[src/rtl/vertical_chain_ctrl_if.sv]
// Scheduler/node-pin bundle for one vertical adder column sequencer.
// master = scheduler side driving job requests, slave = the sequencer.
interface vertical_chain_ctrl_if #(
  parameter int unsigned N_NODES   = 8,
  parameter int unsigned CNT_WIDTH = 8
);
  logic                 start_i;
  logic                 abort_i;
  logic [CNT_WIDTH-1:0] num_pass_i;
  logic [N_NODES-1:0]   en_mask_i;
  logic [N_NODES-1:0]   node_rst_o;
  logic [N_NODES-1:0]   node_ld_o;
  logic [N_NODES-1:0]   en_adder_rst_o;
  logic [N_NODES-1:0]   en_adder_ld_o;
  logic [N_NODES-1:0]   en_adder_o;
  logic                 out_valid_o;
  logic                 busy_o;
  logic                 done_o;

  modport master (
    output start_i, abort_i, num_pass_i, en_mask_i,
    input  node_rst_o, node_ld_o, en_adder_rst_o, en_adder_ld_o, en_adder_o,
    input  out_valid_o, busy_o, done_o
  );

  modport slave (
    input  start_i, abort_i, num_pass_i, en_mask_i,
    output node_rst_o, node_ld_o, en_adder_rst_o, en_adder_ld_o, en_adder_o,
    output out_valid_o, busy_o, done_o
  );
endinterface

[src/rtl/vertical_chain_ctrl.sv]
// Column sequencer: clear, configure adder enables, then push a diagonal load
// wavefront down the node chain and flag column outputs / completion.
module vertical_chain_ctrl #(
  parameter int unsigned N_NODES   = 8,
  parameter int unsigned CNT_WIDTH = 8
) (
  input  logic                 clk_i,
  input  logic                 rst_n_i,
  vertical_chain_ctrl_if.slave bus
);

  typedef enum logic [2:0] {
    S_IDLE,
    S_CLEAR,
    S_CONFIG,
    S_RUN,
    S_DRAIN,
    S_DONE
  } state_e;

  state_e               state_q, state_d;
  logic [N_NODES-1:0]   wave_q, wave_d;
  logic [CNT_WIDTH-1:0] cnt_q, cnt_d;
  logic [CNT_WIDTH-1:0] pass_q, pass_d;
  logic [N_NODES-1:0]   mask_q, mask_d;
  logic [N_NODES-1:0]   node_rst_q, node_rst_d;
  logic [N_NODES-1:0]   en_rst_q, en_rst_d;
  logic [N_NODES-1:0]   en_ld_q, en_ld_d;
  logic [N_NODES-1:0]   en_adder_q, en_adder_d;
  logic                 out_valid_q, out_valid_d;
  logic                 busy_q, busy_d;
  logic                 done_q, done_d;
  logic [CNT_WIDTH-1:0] cnt_inc;

  always_ff @(posedge clk_i or negedge rst_n_i) begin
    if (!rst_n_i) begin
      state_q     <= S_IDLE;
      wave_q      <= '0;
      cnt_q       <= '0;
      pass_q      <= '0;
      mask_q      <= '0;
      node_rst_q  <= '0;
      en_rst_q    <= '0;
      en_ld_q     <= '0;
      en_adder_q  <= '0;
      out_valid_q <= 1'b0;
      busy_q      <= 1'b0;
      done_q      <= 1'b0;
    end else begin
      state_q     <= state_d;
      wave_q      <= wave_d;
      cnt_q       <= cnt_d;
      pass_q      <= pass_d;
      mask_q      <= mask_d;
      node_rst_q  <= node_rst_d;
      en_rst_q    <= en_rst_d;
      en_ld_q     <= en_ld_d;
      en_adder_q  <= en_adder_d;
      out_valid_q <= out_valid_d;
      busy_q      <= busy_d;
      done_q      <= done_d;
    end
  end

  // Outputs are computed for the state being entered so they line up with it.
  always_comb begin
    state_d     = state_q;
    wave_d      = {wave_q[N_NODES-2:0], 1'b0};
    cnt_d       = cnt_q;
    pass_d      = pass_q;
    mask_d      = mask_q;
    node_rst_d  = '0;
    en_rst_d    = '0;
    en_ld_d     = '0;
    en_adder_d  = en_adder_q;
    out_valid_d = wave_q[N_NODES-1];
    done_d      = 1'b0;
    cnt_inc     = cnt_q + CNT_WIDTH'(1);

    unique case (state_q)
      S_IDLE: begin
        if (bus.start_i) begin
          pass_d     = bus.num_pass_i;
          mask_d     = bus.en_mask_i;
          state_d    = S_CLEAR;
          node_rst_d = '1;
          en_rst_d   = '1;
          en_adder_d = '0;
        end
      end
      S_CLEAR: begin
        state_d    = S_CONFIG;
        en_ld_d    = '1;
        en_adder_d = mask_q;
      end
      S_CONFIG: begin
        cnt_d = '0;
        if (pass_q != '0) begin
          state_d   = S_RUN;
          wave_d[0] = 1'b1;
        end else begin
          state_d = S_DONE;
          done_d  = 1'b1;
        end
      end
      S_RUN: begin
        cnt_d = cnt_inc;
        // Counter stops at P; the last injected word leaves with wave[0]=0.
        if (cnt_inc == pass_q) begin
          state_d = S_DRAIN;
        end else begin
          wave_d[0] = 1'b1;
        end
      end
      S_DRAIN: begin
        if ((wave_q == '0) && out_valid_q) begin
          state_d = S_DONE;
          done_d  = 1'b1;
        end
      end
      S_DONE: begin
        state_d = S_IDLE;
      end
      default: begin
        state_d = S_IDLE;
      end
    endcase

    // Abort leaves node contents and adder enables untouched; next CLEAR wipes them.
    if ((state_q != S_IDLE) && bus.abort_i) begin
      state_d     = S_IDLE;
      wave_d      = '0;
      cnt_d       = '0;
      out_valid_d = 1'b0;
      done_d      = 1'b0;
      node_rst_d  = '0;
      en_rst_d    = '0;
      en_ld_d     = '0;
      en_adder_d  = en_adder_q;
    end

    busy_d = (state_d != S_IDLE);
  end

  assign bus.node_rst_o     = node_rst_q;
  assign bus.node_ld_o      = wave_q;
  assign bus.en_adder_rst_o = en_rst_q;
  assign bus.en_adder_ld_o  = en_ld_q;
  assign bus.en_adder_o     = en_adder_q;
  assign bus.out_valid_o    = out_valid_q;
  assign bus.busy_o         = busy_q;
  assign bus.done_o         = done_q;

endmodule
[src/flat_wrapper.sv]
// flat-port wrapper written by rule: the top's interface ports become plain ports
module vertical_chain_ctrl_flat 
#(
  parameter int unsigned N_NODES   = 8,
  parameter int unsigned CNT_WIDTH = 8
)
  (clk_i, rst_n_i, bus_start_i, bus_abort_i, bus_num_pass_i, bus_en_mask_i, bus_node_rst_o, bus_node_ld_o, bus_en_adder_rst_o, bus_en_adder_ld_o, bus_en_adder_o, bus_out_valid_o, bus_busy_o, bus_done_o);
  vertical_chain_ctrl_if #(.N_NODES(N_NODES), .CNT_WIDTH(CNT_WIDTH)) bus_i ();
  input  logic clk_i;
  input  logic rst_n_i;
  input wire logic [$bits(bus_i.start_i)-1:0] bus_start_i;
  input wire logic [$bits(bus_i.abort_i)-1:0] bus_abort_i;
  input wire logic [$bits(bus_i.num_pass_i)-1:0] bus_num_pass_i;
  input wire logic [$bits(bus_i.en_mask_i)-1:0] bus_en_mask_i;
  output wire logic [$bits(bus_i.node_rst_o)-1:0] bus_node_rst_o;
  output wire logic [$bits(bus_i.node_ld_o)-1:0] bus_node_ld_o;
  output wire logic [$bits(bus_i.en_adder_rst_o)-1:0] bus_en_adder_rst_o;
  output wire logic [$bits(bus_i.en_adder_ld_o)-1:0] bus_en_adder_ld_o;
  output wire logic [$bits(bus_i.en_adder_o)-1:0] bus_en_adder_o;
  output wire logic [$bits(bus_i.out_valid_o)-1:0] bus_out_valid_o;
  output wire logic [$bits(bus_i.busy_o)-1:0] bus_busy_o;
  output wire logic [$bits(bus_i.done_o)-1:0] bus_done_o;
  assign bus_i.start_i = bus_start_i;
  assign bus_i.abort_i = bus_abort_i;
  assign bus_i.num_pass_i = bus_num_pass_i;
  assign bus_i.en_mask_i = bus_en_mask_i;
  assign bus_node_rst_o = bus_i.node_rst_o;
  assign bus_node_ld_o = bus_i.node_ld_o;
  assign bus_en_adder_rst_o = bus_i.en_adder_rst_o;
  assign bus_en_adder_ld_o = bus_i.en_adder_ld_o;
  assign bus_en_adder_o = bus_i.en_adder_o;
  assign bus_out_valid_o = bus_i.out_valid_o;
  assign bus_busy_o = bus_i.busy_o;
  assign bus_done_o = bus_i.done_o;
  vertical_chain_ctrl #(.N_NODES(N_NODES), .CNT_WIDTH(CNT_WIDTH)) u_core (.clk_i(clk_i), .rst_n_i(rst_n_i), .bus(bus_i));
endmodule
[config.mk]
export PLATFORM = sky130hd
export DESIGN_NAME = vertical_chain_ctrl_flat
export DESIGN_NICKNAME = d
export VERILOG_FILES = /design/src/rtl/vertical_chain_ctrl_if.sv /design/src/rtl/vertical_chain_ctrl.sv /design/src/flat_wrapper.sv
export SDC_FILE = /design/constraint.sdc
export NUM_CORES = 1
export LEC_CHECK = 0
export BUFFER_PORTS_ARGS = -buffer_cell sky130_fd_sc_hd__buf_2
export CORE_MARGIN = 8
export CORE_UTILIZATION = 57
export CTS_BUF_LIST = sky130_fd_sc_hd__clkbuf_8 sky130_fd_sc_hd__clkbuf_16
export DETAILED_ROUTE_END_ITERATION = 12
export GPL_TIMING_DRIVEN = 0
export PLACE_DENSITY_LB_ADDON = 0.15
export REMOVE_ABC_BUFFERS = 1
export SYNTH_ARGS = -nofsm -noshare
export SYNTH_HDL_FRONTEND = slang
export SYNTH_SLANG_ARGS = --single-unit
export TNS_END_PERCENT = 10
[constraint.sdc]
create_clock -name clk_i -period 4.7 [get_ports clk_i]
set_clock_uncertainty 0.2 [all_clocks]
set_input_delay 0.705 -clock clk_i [delete_from_list [all_inputs] [get_ports clk_i]]
set_output_delay 0.705 -clock clk_i [all_outputs]
set_load 0.005 [all_outputs]
---- Word level (Yosys, flattened, before mapping) ----
Index checks and enable logic that the tools add are counted.
word-level totals
  register bits after elaboration ......... 62
  word-level logic and storage cells ...... 54
operators by class
  add/sub/neg operators ................... 1
  equal/unequal tests ..................... 6
  mux-type cells .......................... 24
  bitwise gates (word level) .............. 1
  reductions and logical operators ........ 11
operator list
  kind                                                             count
  8-bit two-way mux                                                8
  8-bit case mux with 2 select lines                               2
  3-bit two-way mux                                                5
  3-bit case mux with 5 select lines                               1
  3-bit nonzero test                                               3
  8-bit by 1-bit adder with 8-bit output, second input constant    1
  8-bit == test                                                    1
  8-bit logical NOT                                                1
  8-bit nonzero test                                               1
  3-bit by 2-bit == test with 1-bit output, second input constant  2
  1-bit two-way mux                                                6
  1-bit case mux with 2 select lines                               2
  3-bit by 1-bit == test with 1-bit output, second input constant  1
  3-bit == test, second input constant                             1
  3-bit logical NOT                                                1
  3-bit AND reduction                                              1
  1-bit logical AND                                                2
  2-bit != test, second input constant                             1
  2-bit AND reduction                                              1
  2-bit nonzero test                                               1
  1-bit inverter                                                   1

---- Depth between registers and ports, before layout ----
Gate-level depths: netlist of run 1.
  depth in word-level cells ............... 6
  mapped depth ............................ 8

---- Worst setup path after synthesis of run 1 ----
No wires, ideal clock.
  path kind ............................... register to register
  start point ............................. register u_core.state_q[2]
  end point ............................... register u_core.mask_q[0]
  setup time .............................. 0.127 ns
  arrival time ............................ 1.551 ns
  slack ................................... 2.822 ns
  cell stages (with the launch flop) ...... 7
  period minus slack after synthesis ...... 1.878 ns
  path through ............................ dfrtp_1 > buf_2 > nor3_2 > and2_1 > buf_6 > buf_6 > mux2_1
on the way
  word-level cells in the longest chain between the ends .. 2
ends and longest elaborated chain
  item                                  RTL line                   source
  start, declared                       vertical_chain_ctrl.sv:21  state_e state_q, state_d;
  start signal, assigned                vertical_chain_ctrl.sv:50  state_q <= state_d;
  3-bit logical NOT                     vertical_chain_ctrl.sv:80  unique case (state_q)
  2-bit AND reduction (no source line)  -
  end signal, assigned                  vertical_chain_ctrl.sv:54  mask_q <= mask_d;
  end, declared                         vertical_chain_ctrl.sv:25  logic [N_NODES-1:0] mask_q, mask_d;
No other way between the ends.
A chain may end at the register's enable or synchronous reset.

---- Worst setup path in the final report of run 1 ----
  start point ............................. register u_core.state_q[0]
  end point ............................... register u_core.pass_q[4]
on the way
  word-level cells in the longest chain between the ends .. 2
ends and longest elaborated chain
  item                                  RTL line                   source
  3-bit logical NOT                     vertical_chain_ctrl.sv:80
  2-bit AND reduction (no source line)  -
  end signal, assigned                  vertical_chain_ctrl.sv:53  pass_q <= pass_d;
  end, declared                         vertical_chain_ctrl.sv:24  logic [CNT_WIDTH-1:0] pass_q, pass_d;
No other way between the ends.

==> results of run 1 <==
-- logic make-up after synthesis --
kind of cell             Yosys count
AO/OA/AOI/OAI                     42
multiplexers                      21
XOR/XNOR                          12
AND/OR/NAND/NOR                   74
flip-flops                        48
buffers and inverters             36
adder cells (fa/ha/maj)            1
-- flip-flops by register name, indices dropped and copies added (netlist names) --
signal,flops
u_core.bus.en_adder_ld_o,1
u_core.mask_q,8
u_core.state_q,3
u_core.bus.done_o,1
u_core.bus.busy_o,1
u_core.bus.out_valid_o,1
u_core.bus.node_ld_o,8
u_core.bus.node_rst_o,1
u_core.bus.en_adder_o,8
u_core.cnt_q,8
u_core.pass_q,8
-- metal layers --
layer  part of all wire, %  wire [um]  global-route usage [%]  vias to the layer above
li1                      -          -                       -                      847
met1                    47       2180                    20.0                      808
met2                    44       2030                    22.6                       61
met3                   8.0        373                    4.44                        6
met4                   1.4         65                    6.67                        0
met5                     0          0                       0                        -
-- layout by cell type, fill, tap and decap left out, types with 2 or more instances in the layout --
cell type / n
a211oi_1: 2
a21oi_1: 7
a22o_1: 2
a22oi_1: 3
and2_1: 9
buf_2: 62
clkbuf_8: 5
dfrtp_1: 48
inv_1: 3
mux2_1: 10
mux2_2: 8
mux2i_1: 3
nand2_1: 28
nand2b_1: 5
nand3_1: 3
nor2_1: 9
nor2_4: 2
nor3_1: 5
nor3_2: 2
nor4_1: 2
o21ai_0: 9
o21ai_1: 12
xnor2_1: 5
xor2_1: 6
-- worst max path at each step --
stage                                           start                                    to  slack [ns]  cells past startpoint
after global placement    u_core.state_q[0]$_DFF_PN0_          u_core.pass_q[4]$_DFFE_PN0P_        2.05                      3
after global routing      u_core.state_q[0]$_DFF_PN0_  u_core.bus.en_adder_o[2]$_DFFE_PN0P_        1.89                      5
after CTS                 u_core.state_q[0]$_DFF_PN0_          u_core.pass_q[1]$_DFFE_PN0P_        2.04                      3
final                     u_core.state_q[0]$_DFF_PN0_          u_core.pass_q[4]$_DFFE_PN0P_        2.10                      3
after floorplan           u_core.state_q[0]$_DFF_PN0_          u_core.mask_q[7]$_DFFE_PN0P_        2.50                      3
after detailed placement  u_core.state_q[0]$_DFF_PN0_          u_core.pass_q[4]$_DFFE_PN0P_        2.08                      3
-- through the flow --
step	cell area (um^2)	setup slack (ns)	power (mW)	hold WS (ns)	cells
after floorplan	2250	2.50	1.03	0.209	201
after global placement	2630	2.05	1.21	0.265	315
after detailed placement	2630	2.08	1.23	0.271	315
after CTS	2730	2.04	1.52	0.291	323
after global routing	2730	1.89	1.61	0.308	323
final	2730	2.10	1.50	0.282	323
-- layout make-up --
class,instances,area (um^2)
inverter,3,11.3
multi-input combinational,150,1040
fill,354,1560
timing repair buffer,62,310
clock inverter,3,38.8
tap,52,65.1
clock buffer,5,68.8
sequential,48,1200
-- report_power, final --
| group | internal [mW] | switching [mW] |
|---|---|---|
| Combinational | 0.259 | 0.264 |
| Sequential | 0.542 | 0.147 |
| Clock | 0.156 | 0.134 |
-- worst reg2reg max path: stages (launching register included) --
cell	delay, ns
dfrtp_1	0.58
nor3_2	0.54
and2_1	0.75
mux2_2	0.42
==> metrics.md, run 1 <==
| Metric | Value |
|---|---|
| Setup total negative slack | 0 ns |
| Total grt overflow | 0 |
| Max VDD drop | about 0.00025 V |
| Synth Area per Inst | 10.7 um^2 |
| Simple-Gate Fraction of Synth Area | 16.9% |
| DR pass1 iterations | 4 |
| Fraction of synthesized cell area in xor and xnor cells | 4.52% |
| Synth Register Bits | 48 |
| RePlAce Congestion | 0.775 |
| Synthesized instance count | 234 |
| Largest family of logic cells by synthesized area | simple AND/OR/NAND/NOR gates |
| Via count of the first global-routing pass | 1731 |
| Final Max Tran Viols | 0 |
| Post-CTS setup buffer count | 0 |
| Clk buf depth | 2 |
| Leading register cell type out of synthesis | dfrtp_1 |
| Synth top area share | 48.2% |
| Max Cap Violations | 0 |
| Worst-margin pin slew | roughly 1.0 ns |
| Top delay family on crit path | simple AND/OR/NAND/NOR gates |
| Initial antenna violation count | 0 |
| Hold path start | u_core.bus.en_adder_o[4]$_DFFE_PN0P_ |
| Critical path class | flop to flop |
| CTS tree | built |
| Post-Syn Area | 2490 um^2 |
| # DRC | 0 |
| Clock sinks | 48 |
| Via density per instance | 5.33 |
| Post-synth EDFFs | 0 |
| Slowest cell on the critical path | and2_1 |
| Max incr delay on CP | 0.75 ns |
| Iter 0 DRT Violations | 136 |
| Final WL | approximately 4600 um |
| Crit path cell chain | nor3_2, and2_1, mux2_2 |
| Crit path launch type | flop |
| Headroom to the max-slew limit | 30.6% |
| Core box area | 4290 um^2 |
| Synth cell types | 45 |
| Hold-fix buffers at CTS | 0 |
| Post_cts resized | 0 |
| Final critical-path required period | 2.60 ns |
| Total number of yosys warnings | 0 |
| Hold EP | u_core.bus.en_adder_o[4]$_DFFE_PN0P_ |
| Worst Setup End Kind | flop |
| Status | completed |
| Fmax | 384 MHz |
| Adder-cell share of the synthesized area | less than 1% |
| GRT Total Usage | between 10% and 20% |
| Maximum number of pins on one net before global-route repair | 49 |
| Die area | roughly 6700 um^2 |
| Detailed placer's ending HPWL | 3360 um |
| R2R setup slack | 2.10 ns |
| PwrDens | 550 nW/um^2 |
| Crit Reg-Reg Startpoint | u_core.state_q[0]$_DFF_PN0_ |
| Main area contributors after synthesis | dfrtp_1, buf_4, mux2_1, nand2_1, mux2_2 |
| I/O Pins | 63 |
| Avg WL per Cell | 14.4 um |
| Worst Reg-to-Reg Cells | 3 |
| Compound-Gate Fraction of Synth Area | between 10% and 20% |
| ANT cells | 0 |
| WHS Path Cells | 2 |
| List of most frequent post-synthesis cells | dfrtp_1, nand2_1, buf_4, o21ai_1, mux2_1 |
| Lkg Pwr | ~1.3 nW |
| Port buffer count | 62 |
| Fin nets | 291 |
| Most frequent cell after synthesis | dfrtp_1 |
| Mux share of post-synthesis cell area | 9.34% |
| Clock root buffer | clkbuf_8 |
| Area growth syn-to-layout | 9.64% |
| Hold WC Path Type | flop to flop |
| TritonCTS Buffers | 5 |
| Worst-path fanout max | 18 |
| H-Tree Depth | 2 |
| Critical Path RT | approximately 4.7 ns |
| First-pass GRT wire length | 7850 um |
| Area leader, netlist | dfrtp_1 |
| Routed vias | roughly 1700 |
| Worst R2R End | u_core.pass_q[4]$_DFFE_PN0P_ |
| CP bufs+invs | 0 |
| Clk_lat worst skew | roughly 0.3 ns |
| Async SR Flop Fraction | 100% |
| Arr. time, crit path | 2.59 ns |
| Final ANT Viol Nets | 0 |
| Die Wd | 82.1 um |
| Final setup fails | 0 |
| Final Hold Viols | 0 |
| Seq/Total Area, Yosys | between 40% and 50% |
| Layout cells sized above 1 | 33.6% |
| RSZ-0062 raised after global routing | no |
| FP Rows | 24 |
| Initial Util | around 58% |
| Final core utilization | 63.6% |
| Final Cycle Share | between 50% and 60% |
| Die Y | 82.1 um |
| Worst-path clk slew | 0.08 ns |
No activity file was read; power rests on OpenSTA's default activity.
==> inputs of run 2 (changes only) <==
Settings changed: CORE_UTILIZATION 57 to 53.
Clock period 4.7 ns to 2.6 ns, I/O delays scaled along.
==> metrics.md, run 2 (synthesized netlist as in run 1, its figures left out) <==
| Metric | Value |
|---|---|
| Arr. time, crit path | 2.45 ns (was 2.59 ns) |
| Layout cells sized above 1 | 34.1% (was 33.6%) |
| Lkg Pwr | 1.28 nW (was 1.30 nW) |
| Final ANT Viol Nets | 0 (unchanged) |
| Area growth syn-to-layout | 8.73% (was 9.64%) |
| Psw | 994 uW (was 545 uW) |
| Final critical-path required period | 2.47 ns (was 2.60 ns) |
| Final Hold Viols | 0 (unchanged) |
| Final setup fails | 0 (unchanged) |
| First-pass GRT wire length | 8470 um (was 7850 um) |
| Maximum number of pins on one net before global-route repair | 49 (unchanged) |
| Die area | 7150 um^2 (was 6740 um^2) |
| Status | completed (unchanged) |
| Worst R2R End | u_core.pass_q[2]$_DFFE_PN0P_ (was u_core.pass_q[4]$_DFFE_PN0P_) |
| Hold-fix buffers at CTS | 0 (unchanged) |
| Post-DP Area | 2630 um^2 (about the same) |
| Critical Path RT | 2.58 ns (was 4.69 ns) |
| Initial antenna violation count | 0 (unchanged) |
| FP Rows | 25 (was 24) |
| RePlAce Congestion | 0.778 (was 0.775) |
| Fmax | 405 MHz (was 384 MHz) |
| Post-CTS setup buffer count | 0 (unchanged) |
| Int Power | 1.63 mW (was 956 uW) |
| Fin nets | 291 (unchanged) |
| Post_cts resized | 1 (was 0) |
| Comb pwr share | 36.3% (was 34.8%) |
| Avg WL per Cell | 14.9 um (was 14.4 um) |
| PwrDens | 968 nW/um^2 (was 550 nW/um^2) |
| Clk_lat worst skew | 0.30 ns (about the same) |
| Die Wd | 84.6 um (was 82.1 um) |
| Final WL | 4830 um (was 4640 um) |
| Worst-path fanout max | 18 (unchanged) |
| Hold WC Path Type | primary input to async pin (was flop to flop) |
| Multi-input logic area | 1040 um^2 (about the same) |
| RSZ-0062 raised after global routing | no (unchanged) |
| Via density per instance | 5.21 (was 5.33) |
| Hold WS | 0.0682 ns (was 0.282 ns) |
| Iter 0 DRT Violations | 102 (was 136) |
| # fillers | 419 (was 354) |
| GRT Total Usage | 14.4% (was 15.1%) |
| TritonCTS Buffers | 5 (unchanged) |
| Headroom to the max-slew limit | 30.0% (was 30.6%) |
| Final core utilization | 58.5% (was 63.6%) |
| ANT cells | 0 (unchanged) |
| CTS tree | built (unchanged) |
| H-Tree Depth | 2 (unchanged) |
| Net Sw Frac | 37.9% (was 36.3%) |
| Crit path launch type | flop (unchanged) |
| Non-Filler Instances | 324 (was 323) |
| Worst Reg-to-Reg Cells | 3 (unchanged) |
| Port buffer count | 62 (unchanged) |
| Commonest cells after routing, fill and taps aside | buf_2, dfrtp_1, nand2_1, o21ai_1, mux2_1 (unchanged) |
| Critical path class | flop to flop (unchanged) |
| Die Y | 84.6 um (was 82.1 um) |
| Clock root buffer | clkbuf_8 (unchanged) |
| Routed vias | 1688 (was 1722) |
| Clock sinks | 48 (unchanged) |
| DR pass1 iterations | 4 (unchanged) |
| Max VDD drop | 0.000516 V (was 0.000253 V) |
| Via count of the first global-routing pass | 1725 (was 1731) |
| Final Cycle Share | 95.0% (was 55.3%) |
| Final Max Tran Viols | 0 (unchanged) |
| I/O Pins | 63 (unchanged) |
| Power Total | 2.62 mW (was 1.50 mW) |
| Placed cells | 317 (was 315) |
| Worst-path clk slew | 0.09 ns (was 0.08 ns) |
| Worst-margin pin slew | 1.05 ns (was 1.04 ns) |
| Total grt overflow | 0 (unchanged) |
| Seq pwr share | 47.5% (was 45.8%) |
| Clock share of power | 16.2% (was 19.3%) |
| Commonest non-fill, non-tap cell in the layout | buf_2 (unchanged) |
| Core box area | 4630 um^2 (was 4290 um^2) |
| Clk buf depth | 2 (unchanged) |
| R2R setup slack | 0.13 ns (was 2.10 ns) |
| Crit Reg-Reg Startpoint | u_core.state_q[0]$_DFF_PN0_ (unchanged) |
| Worst Setup End Kind | flop (unchanged) |
| Max Cap Violations | 0 (unchanged) |
| # DRC | 0 (unchanged) |
| FF/Latch Area | 1200 um^2 (unchanged) |
| Initial Util | 53.8% (was 58.0%) |
| Final Cell Area | 2710 um^2 (was 2730 um^2) |
| Detailed placer's ending HPWL | 3470 um (was 3360 um) |
run 2: cell types whose count changed in the layout (fill, tap and decap cells not counted):
cell,change
inv_1,-1
and2_2,+1
and2_1,-1
clkinvlp_4,+1
bufinv_16,-1
run 2: cell type report:
type	instances	area share, %
sequential	48	44.3
inverter	3	0.416
clock inverter	2	0.462
multi-input combinational	150	38.3
timing repair buffer	62	11.4
tap	54	2.49
clock buffer	5	2.54
run 2: how the worst max path moves through the flow:
| stage | startpoint | to | slack, ns | depth (start not counted) |
|---|---|---|---|---|
| 4_1_cts | u_core.state_q[0]$_DFF_PN0_ | u_core.pass_q[0]$_DFFE_PN0P_ | 0.12 | 3 |
| 6_report | u_core.state_q[0]$_DFF_PN0_ | u_core.pass_q[2]$_DFFE_PN0P_ | 0.13 | 3 |
| 2_1_floorplan | u_core.state_q[0]$_DFF_PN0_ | u_core.mask_q[7]$_DFFE_PN0P_ | 0.40 | 3 |
| 3_5_place_dp | u_core.state_q[0]$_DFF_PN0_ | u_core.pass_q[7]$_DFFE_PN0P_ | -0.17 | 3 |
| 3_3_place_gp | u_core.state_q[0]$_DFF_PN0_ | u_core.pass_q[0]$_DFFE_PN0P_ | -0.17 | 3 |
| 5_1_grt | u_core.state_q[0]$_DFF_PN0_ | u_core.pass_q[2]$_DFFE_PN0P_ | 0.01 | 3 |
run 2: metrics by stage:
| stage | setup TNS, ns | setup WS, ns |
|---|---|---|
| floorplan | 0 | 0.400 |
| detailed placement | -3.49 | -0.173 |
| finish | 0 | 0.131 |
| global placement | -3.73 | -0.174 |
| global route | 0 | 0.0101 |
| CTS | 0 | 0.121 |
run 2: critical path, stage by stage, from the launching register on:
cell and delay [ns]:
dfrtp_1 0.59, nor3_2 0.58, and2_2 0.57, mux2_2 0.39
run 2: layer usage:
| layer | share of wire [%] | routed length (um) | global-route usage, % | vias to the layer above |
|---|---|---|---|---|
| met1 | 45 | 2190 | 17.5 | 811 |
| met3 | 4.6 | 220 | 4.10 | 2 |
| met5 | 0 | 0 | 0 | - |
| met2 | 49 | 2390 | 24.0 | 33 |
| li1 | - | - | - | 842 |
| met4 | 0.54 | 26 | 4.37 | 0 |
run 2: power groups by stage:
stage | Sequential, mW | Clock, mW | Combinational, mW
3_3_place_gp | 1.25 | 0 | 0.951
3_5_place_dp | 1.26 | 0 | 0.971
4_1_cts | 1.25 | 0.442 | 0.973
2_1_floorplan | 1.23 | 0 | 0.632
5_1_grt | 1.29 | 0.471 | 1.07
6_report | 1.24 | 0.426 | 0.953
==> inputs of run 3 (changes only) <==
Settings changed: RECOVER_POWER from default to 25.
==> metrics.md, run 3 (synthesized netlist as in run 1, its figures left out) <==
| Metric | Value |
|---|---|
| Status | completed (unchanged) |
| ANT cells | 0 (unchanged) |
| # DRC | 0 (unchanged) |
| R2R setup slack | 0.13 ns (about the same) |
| Arr. time, crit path | 2.45 ns (about the same) |
| Crit path launch type | flop (unchanged) |
| Final Hold Viols | 0 (unchanged) |
| Final Max Tran Viols | 0 (unchanged) |
| Commonest non-fill, non-tap cell in the layout | buf_2 (unchanged) |
| Hold WS | 0.0987 ns (was 0.0682 ns) |
| Total grt overflow | 0 (unchanged) |
| Crit Reg-Reg Startpoint | u_core.state_q[0]$_DFF_PN0_ (unchanged) |
| H-Tree Depth | 2 (unchanged) |
| Clock sinks | 48 (unchanged) |
| Die area | 7150 um^2 (unchanged) |
| End of the critical path | u_core.pass_q[2]$_DFFE_PN0P_ (unchanged) |
| Maximum number of pins on one net before global-route repair | 49 (unchanged) |
| Headroom to the max-slew limit | 21.7% (was 30.0%) |
| Non-Filler Instances | 324 (unchanged) |
| Commonest cells after routing, fill and taps aside | buf_2, dfrtp_1, nand2_1, o21ai_1, mux2_1 (unchanged) |
| Clk buf depth | 2 (unchanged) |
| Final Cycle Share | 95.0% (about the same) |
| Final ANT Viol Nets | 0 (unchanged) |
| I/O Pins | 63 (unchanged) |
| First-pass GRT wire length | 8470 um (unchanged) |
| Placed cells | 317 (unchanged) |
| Clock root buffer | clkbuf_8 (unchanged) |
| Hold-fix buffers at CTS | 0 (unchanged) |
| CTS tree | built (unchanged) |
| Final critical-path required period | 2.47 ns (about the same) |
| Layout cells sized above 1 | 34.1% (unchanged) |
| Port buffer count | 62 (unchanged) |
| TritonCTS Buffers | 5 (unchanged) |
| Final Cell Area | 2710 um^2 (unchanged) |
| GRT Total Usage | 14.4% (unchanged) |
| Core box area | 4630 um^2 (unchanged) |
| Lkg Pwr | 1.28 nW (about the same) |
| Pre-CTS WS | -0.173 ns (unchanged) |
| Worst Reg-to-Reg Cells | 3 (unchanged) |
| Final WL | 4830 um (unchanged) |
| Worst-margin pin slew | 1.17 ns (was 1.05 ns) |
| Setup WS post-layout | 0.131 ns (about the same) |
| Worst setup startpoint | u_core.state_q[0]$_DFF_PN0_ (unchanged) |
| Worst R2R End | u_core.pass_q[2]$_DFFE_PN0P_ (unchanged) |
| Fin nets | 291 (unchanged) |
| Iter 0 DRT Violations | 102 (unchanged) |
| Post-DP Area | 2630 um^2 (unchanged) |
| Critical path class | flop to flop (unchanged) |
| DR pass1 iterations | 4 (unchanged) |
| Critical Path RT | 2.58 ns (about the same) |
| Via density per instance | 5.21 (unchanged) |
| Worst-path fanout max | 18 (unchanged) |
| Detailed placer's ending HPWL | 3470 um (unchanged) |
| Initial antenna violation count | 0 (unchanged) |
| Avg WL per Cell | 14.9 um (unchanged) |
| Final setup fails | 0 (unchanged) |
| PwrDens | 968 nW/um^2 (about the same) |
| Max Cap Violations | 0 (unchanged) |
| Worst Setup End Kind | flop (unchanged) |
| Clk_lat worst skew | 0.30 ns (about the same) |
| Hold WC Path Type | primary input to flop (was primary input to async pin) |
| FP Rows | 25 (unchanged) |
| Die Wd | 84.6 um (unchanged) |
| Area growth syn-to-layout | 8.73% (unchanged) |
| Worst-path clk slew | 0.09 ns (about the same) |
| Final core utilization | 58.5% (unchanged) |
| RePlAce Congestion | 0.778 (unchanged) |
| Initial Util | 53.8% (unchanged) |
| Routed vias | 1688 (unchanged) |
| Fmax | 405 MHz (unchanged) |
| Max VDD drop | 0.000516 V (about the same) |
| Via count of the first global-routing pass | 1725 (unchanged) |
| RSZ-0062 raised after global routing | no (unchanged) |
| Die Y | 84.6 um (unchanged) |
-- run 3: cell count changes in the layout (fill, tap and decap cells not counted), sizes merged --
| cell | previous run | this run |
|---|---|---|
| buf | 62 | 61 |
| clkbuf | 5 | 6 |
-- run 3: area by class of cell --
| class | count | area, um^2 |
|---|---|---|
| Clock buffer | 5 | 68.8 |
| Tap cell | 54 | 67.6 |
| Timing Repair Buffer | 62 | 310 |
| Inverter | 3 | 11.3 |
| Sequential cell | 48 | 1200 |
| Multi-Input combinational cell | 150 | 1040 |
| Clock inverter | 2 | 12.5 |
| Fill cell | 419 | 1920 |
-- run 3: metal layers --
layer / global-route usage, % / share of wire, % / up-vias
met1: 17.5 / 46 / 811
met2: 24.0 / 49 / 33
met4: 4.37 / 0.54 / 0
met3: 4.10 / 4.5 / 2
met5: 0 / 0 / -
li1: - / - / 842
-- run 3: repair_timing --
item                       CTS  global route
setup endpoints to repair   24             0
buffers inserted             0             0
gates resized for setup      1             0
-- run 3: worst min-delay path by stage --
| stage | slack (ns) | endpoint | cells after the start | from |
|---|---|---|---|---|
| final | 0.1 | u_core.mask_q[5]$_DFFE_PN0P_ | 2 | bus_en_mask_i[5] |
| after floorplan | -0.11 | u_core.bus.busy_o$_DFF_PN0_ | 0 | rst_n_i |
| after detailed placement | 0.27 | u_core.bus.en_adder_o[6]$_DFFE_PN0P_ | 2 | u_core.bus.en_adder_o[6]$_DFFE_PN0P_ |
| after global routing | 0.09 | u_core.mask_q[1]$_DFFE_PN0P_ | 2 | bus_en_mask_i[1] |
| after CTS | 0.09 | u_core.mask_q[5]$_DFFE_PN0P_ | 2 | bus_en_mask_i[5] |
| after global placement | 0.26 | u_core.bus.en_adder_o[6]$_DFFE_PN0P_ | 2 | u_core.bus.en_adder_o[6]$_DFFE_PN0P_ |
-- run 3: critical path, cell delays in order, from the launching register on --
cell	delay, ns
dfrtp_1	0.59
nor3_2	0.58
and2_2	0.57
mux2_2	0.39
-- run 3: power by group --
group          leakage (nW)  internal (mW)  total [mW]  switching, mW
combinational         0.619          0.468       0.953          0.484
clock                0.0400          0.182       0.426          0.243
sequential            0.621          0.979        1.25          0.266
total                  1.28           1.63        2.62          0.994
-- run 3: per-stage QoR --
stage,setup TNS (ns),power (mW)
floorplan,0,1.86
global placement,-3.73,2.20
detailed placement,-3.49,2.23
CTS,0,2.66
global route,0,2.83
finish,0,2.62
